<file path="src/rtl/dmem_arb_pkg.sv">
// Shared definitions for the data-memory arbiter: bus widths, starvation
// counter width and the arbitration FSM state type.
package dmem_arb_pkg;

   localparam int ADDR_W = 8;
   localparam int DATA_W = 16;
   localparam int CNT_W  = 3;

   localparam logic [CNT_W-1:0] CNT_MAX = 3'd7;

   typedef enum logic {
      ST_IDLE = 1'b0,
      ST_ACK  = 1'b1
   } arbState_t;

   // Saturating increment used by the starvation counter.
   function automatic logic [CNT_W-1:0] satInc(input logic [CNT_W-1:0] value);
      return (value == CNT_MAX) ? value : value + 1'b1;
   endfunction

endpackage

</file>
<file path="src/rtl/arb_starve_cnt.sv">
// Starvation counter: counts consecutive cycles the host has been denied
// and flags when that count has reached the configured limit.
module arb_starve_cnt
   import dmem_arb_pkg::*;
(
   input  logic             clock,
   input  logic             reset,
   input  logic             inc,
   input  logic             clr,
   input  logic [CNT_W-1:0] limit,
   output logic             at_limit
);

   logic [CNT_W-1:0] r_count;

   // Clear has priority over increment; count saturates at its maximum.
   always_ff @(posedge clock or negedge reset) begin
      if (!reset) begin
         r_count <= '0;
      end else if (clr) begin
         r_count <= '0;
      end else if (inc) begin
         r_count <= satInc(r_count);
      end
   end

   assign at_limit = (r_count >= limit);

endmodule

</file>
<file path="src/rtl/dmem_arbiter.sv">
// Data-memory arbiter between a CPU (zero-latency, wins by default) and a
// host loader/debug port (two-cycle request-to-ack, forced through after
// STARVE_LIMIT consecutive denied cycles).
// Optional macro DMEM_ARB_STALL_STATS_EN adds a saturating stall_cnt output.
module dmem_arbiter
   import dmem_arb_pkg::*;
#(
   parameter int STARVE_LIMIT = 4
)
(
   input  logic              clock,
   input  logic              reset,
   input  logic              cpu_req,
   input  logic              cpu_we,
   input  logic [ADDR_W-1:0] cpu_addr,
   input  logic [DATA_W-1:0] cpu_wdata,
   output logic [DATA_W-1:0] cpu_rdata,
   output logic              cpu_stall,
   input  logic              host_req,
   input  logic              host_we,
   input  logic [ADDR_W-1:0] host_addr,
   input  logic [DATA_W-1:0] host_wdata,
   output logic [DATA_W-1:0] host_rdata,
   output logic              host_ack,
   output logic [ADDR_W-1:0] mem_addr,
   output logic              mem_we,
   output logic [DATA_W-1:0] mem_wdata,
   input  logic [DATA_W-1:0] mem_rdata
`ifdef DMEM_ARB_STALL_STATS_EN
   ,
   output logic [15:0]       stall_cnt
`endif
);

   localparam logic [CNT_W-1:0] LIMIT = CNT_W'(STARVE_LIMIT);

   arbState_t         r_state;
   arbState_t         w_nextState;
   logic              w_hostGrant;
   logic              w_atLimit;
   logic              w_starveInc;
   logic              w_starveClr;
   logic              r_hostAck;
   logic [DATA_W-1:0] r_hostRdata;

   // Grant decision and next state; the host only wins from IDLE, and never
   // while reset is asserted so an in-flight grant is simply dropped.
   always_comb begin
      w_nextState = ST_IDLE;
      w_hostGrant = 1'b0;
      case (r_state)
         ST_IDLE: begin
            w_hostGrant = reset && host_req && (!cpu_req || w_atLimit);
            if (w_hostGrant) begin
               w_nextState = ST_ACK;
            end
         end
         ST_ACK: begin
            w_nextState = ST_IDLE;
         end
         default: begin
            w_nextState = ST_IDLE;
         end
      endcase
   end

   // FSM state register.
   always_ff @(posedge clock or negedge reset) begin
      if (!reset) begin
         r_state <= ST_IDLE;
      end else begin
         r_state <= w_nextState;
      end
   end

   // Host completion: capture read data on the grant edge, pulse ack next cycle.
   always_ff @(posedge clock or negedge reset) begin
      if (!reset) begin
         r_hostAck   <= 1'b0;
         r_hostRdata <= '0;
      end else begin
         r_hostAck <= w_hostGrant;
         if (w_hostGrant) begin
            r_hostRdata <= mem_rdata;
         end
      end
   end

   // Memory port steering; writes are suppressed entirely during reset.
   always_comb begin
      mem_addr  = cpu_addr;
      mem_wdata = cpu_wdata;
      mem_we    = cpu_req && cpu_we;
      if (w_hostGrant) begin
         mem_addr  = host_addr;
         mem_wdata = host_wdata;
         mem_we    = host_we;
      end
      if (!reset) begin
         mem_we = 1'b0;
      end
   end

   assign cpu_stall  = cpu_req && w_hostGrant;
   assign cpu_rdata  = mem_rdata;
   assign host_ack   = r_hostAck;
   assign host_rdata = r_hostRdata;

   // The counter holds through the ACK cycle even if the host keeps
   // requesting, so back-to-back host traffic does not build up credit.
   assign w_starveInc = (r_state == ST_IDLE) && host_req && !w_hostGrant;
   assign w_starveClr = w_hostGrant || !host_req;

   arb_starve_cnt u_starve (
      .clock    (clock),
      .reset    (reset),
      .inc      (w_starveInc),
      .clr      (w_starveClr),
      .limit    (LIMIT),
      .at_limit (w_atLimit)
   );

`ifdef DMEM_ARB_STALL_STATS_EN
   logic [15:0] r_stallCnt;

   // Saturating count of cycles in which the CPU was held off.
   always_ff @(posedge clock or negedge reset) begin
      if (!reset) begin
         r_stallCnt <= '0;
      end else if (cpu_stall && (r_stallCnt != 16'hFFFF)) begin
         r_stallCnt <= r_stallCnt + 16'd1;
      end
   end

   assign stall_cnt = r_stallCnt;
`endif

endmodule

</file>
<file path="config.mk">
export PLATFORM = sky130hd
export DESIGN_NAME = dmem_arbiter
export DESIGN_NICKNAME = d
export VERILOG_FILES = /design/src/rtl/dmem_arb_pkg.sv /design/src/rtl/arb_starve_cnt.sv /design/src/rtl/dmem_arbiter.sv
export SDC_FILE = /design/constraint.sdc
export NUM_CORES = 1
export LEC_CHECK = 0
export CELL_PAD_IN_SITES_DETAIL_PLACEMENT = 1
export CELL_PAD_IN_SITES_GLOBAL_PLACEMENT = 2
export CORE_UTILIZATION = 18
export CTS_BUF_LIST = sky130_fd_sc_hd__clkbuf_16
export DETAILED_ROUTE_END_ITERATION = 6
export GPL_ROUTABILITY_DRIVEN = 0
export GPL_TIMING_DRIVEN = 0
export PLACE_DENSITY = 0.95
export SYNTH_ARGS = -nofsm -noshare
export SYNTH_HDL_FRONTEND = slang
export SYNTH_SLANG_ARGS = --single-unit
</file>
<file path="constraint.sdc">
create_clock -name clock -period 3.85 [get_ports clock]
set_clock_uncertainty 0.15 [all_clocks]
set_input_delay 0.385 -clock clock [delete_from_list [all_inputs] [get_ports clock]]
set_output_delay 0.385 -clock clock [all_outputs]
set_load 0.01 [all_outputs]
</file>
==> metrics <==
status completed; highest clock frequency the design can meet 316 MHz; post-route ant nets 0; crit path launch type input pin; Initial Utilization 0.190; maximum clock path buffer count 2; insertion delay of the later-clocked pin in the worst-skew pair 250 ps; routed via count 1,280; number of failing setup endpoints in the final timing report 0; row cnt 31; pre-CTS setup slack 136 ps; post-CTS sizing 0; Yosys warning total 0; Cells after Synth 99; Cell Area, Synth 0.00140 mm2; worst setup slack after layout 687 ps; Cell Count Post-Placement 326; number of global-route vias before repair 1,411; net count of the finished layout 304; total gr overflow 0; global-route wire length before repair 7440 um; IO Pins 129; total power divided by cell area 324 mW/mm2; antenna cell count 0; detailed-route vias per instance 3.88; Hold Vio Cnt, Final 0; summed negative setup slack over all endpoints 0 ps; ratio of cells with drive above 1 in the final layout 0.294; setup repair bufs after CTS 0; proportion of power drawn by flip-flops and latches 0.292; total area of sequential cells 500 um2; clock tree from TritonCTS yes; portion of total power attributed to the clock network 0.305; TritonRoute pass-1 iters 3; Die Outline Area 0.00812 mm2; part of the Yosys area used for sequential elements 0.358; die span in y 90.1 um; power spent charging and discharging nets 220 uW; post-synthesis register bit count 20; level count of the clock H-tree 1; initial DRC count 22; count of different cell masters after synthesis 16; core box area 0.00737 mm2; DRC 0; die span in x 90.1 um; Buffers on Ports 128; Hold Crit Class input pin to asynchronous set/reset pin; largest fanout on the critical path 22; clock period minus final worst setup slack 3160 ps; wirelength, routed 4630 um; combinational fraction of design power 0.403; clock buffers created by TritonCTS 3; number of antenna violations at the first check in global routing 0; GRT Overall Usage 0.115; final-report max-slew violation count 0; number of hold-repair buffers added at the cts stage 0; CTS Root Cell clkbuf_16; smallest hold slack 181 ps; headroom to the max-slew limit 0.274; Non-Filler Instances 330; VDD IR max 0.211 mV; type of the setup path with the least slack input pin to output port; worst setup slack for register-to-register paths 2070 ps; clock sink count 20; synth-to-layout area growth 108%; half-perimeter wire length after detailed placement 3910 um; max_cap viols 0; synthesized netlist net count 171; maximum number of pins on one net before global-route repair 23; critical path required time 3310 ps; worst endpoint data arrival time 2630 ps; Routed WL per cell 14.0 um; share of the cycle needed by the critical path after routing 0.822; Avg Synthesized Cell Area 14.1 um2; clock-pin transition on the worst setup and hold timing paths 60 ps; Fill cells 819; switching share of total power 0.233; crit end category output port; leakage power of the design 1.35 nW; area used by multi-input combinational logic 724 um2; slew of the pin with the lowest slew margin 1090 ps; internal power 723 uW; setup repair after global routing missed its margin false
==> registers in the layout, indices dropped and copies added, names as in the netlist <==
register          count
host_ack              1
host_rdata           16
u_starve.r_count      3
==> placed cells by master, fill, tap and decap left out <==
cell type	count
dfrtp_1	20
bufinv_16	1
nor2_1	2
mux2_2	7
ha_1	2
buf_4	16
clkdlybuf4s50_1	127
and3_1	4
a21oi_1	1
nand3_4	1
nand2b_1	1
o21a_1	1
mux2_4	35
nor2b_4	1
inv_1	2
clkbuf_16	3
dlymetal6s2s_1	1
buf_6	4
xor2_1	1
nand2_1	1
==> Yosys cell counts <==
cell type   n  share of area
a21oi_1     1         0.0036
and3_1      4          0.018
buf_4      16          0.086
buf_6       4          0.032
dfrtp_1    20           0.36
ha_1        2          0.018
inv_1       2         0.0054
mux2_2      7          0.056
mux2_4     35           0.38
nand2_1     1         0.0027
nand2b_1    1         0.0045
nand3_4     1          0.013
nor2_1      2         0.0054
nor2b_4     1         0.0098
o21a_1      1         0.0054
xor2_1      1         0.0063
==> critical path: stages <==
cell and delay [ps]:
dlymetal6s2s_1 800, nand3_4 350, buf_6 280, mux2_4 310
clkdlybuf4s50_1 490
==> per-stage QoR <==
stage          instance area (um2)   util  power, mW
2_1_floorplan                 1400      -      0.431
3_3_place_gp                  2800  0.380      0.654
3_5_place_dp                  2800  0.380      0.664
4_1_cts                       2910  0.395      0.958
5_1_grt                       2910  0.395      0.993
6_report                      2910  0.395      0.943
==> power groups by stage <==
stage	registers (mW)	logic, mW	clock network [mW]
4_1_cts	0.276	0.387	0.295
5_1_grt	0.282	0.404	0.307
3_3_place_gp	0.277	0.377	0
2_1_floorplan	0.296	0.136	0
3_5_place_dp	0.278	0.386	0
6_report	0.275	0.380	0.288
==> path summary, 6_finish.rpt <==
check / start / cells past startpoint / end
worst min register to register: host_rdata[4]$_DFFE_PN0P_ / 1 / host_rdata[4]$_DFFE_PN0P_
worst min-delay path: reset / 1 / host_rdata[9]$_DFFE_PN0P_
worst max-delay path: reset / 5 / mem_wdata[1]
max in group asynchronous: reset / 1 / host_rdata[0]$_DFFE_PN0P_
min in group clock: host_rdata[4]$_DFFE_PN0P_ / 1 / host_rdata[4]$_DFFE_PN0P_
worst max register to register: u_starve.r_count[0]$_DFFE_PN0P_ / 5 / u_starve.r_count[2]$_DFFE_PN0P_
==> cells by family (layout without fill, tap and decap cells) <==
family	count (synthesis)	count (layout)	synth area share
muxes	42	42	0.432
xor gates and xnor gates	1	1	0.00627
adders and majority gates	2	2	0.0179
DFF	20	20	0.358
buffers and inverters	22	154	0.124
AOI/OAI and AO/OA	2	2	0.00895
and+or+nand+nor	10	10	0.0528
==> cell type report <==
type / instances / share of cell area
clock buffer: 3 / 0.0258
tap: 99 / 0.0426
timing repair buffer: 128 / 0.441
inverter: 2 / 0.00258
buffer: 20 / 0.0567
multi-input combinational: 57 / 0.249
sequential: 20 / 0.172
clock inverter: 1 / 0.0103
==> layer usage <==
| metal | track usage | up-vias | wire, um |
|---|---|---|---|
| met5 | 0 | - | 0 |
| met2 | 0.229 | 64 | 2660 |
| met3 | 0.0245 | 2 | 292 |
| met4 | 0.0242 | 0 | 27 |
| met1 | 0.121 | 620 | 1650 |
| li1 | - | 594 | - |
Note: power is estimated with default switching activity, not from simulation.
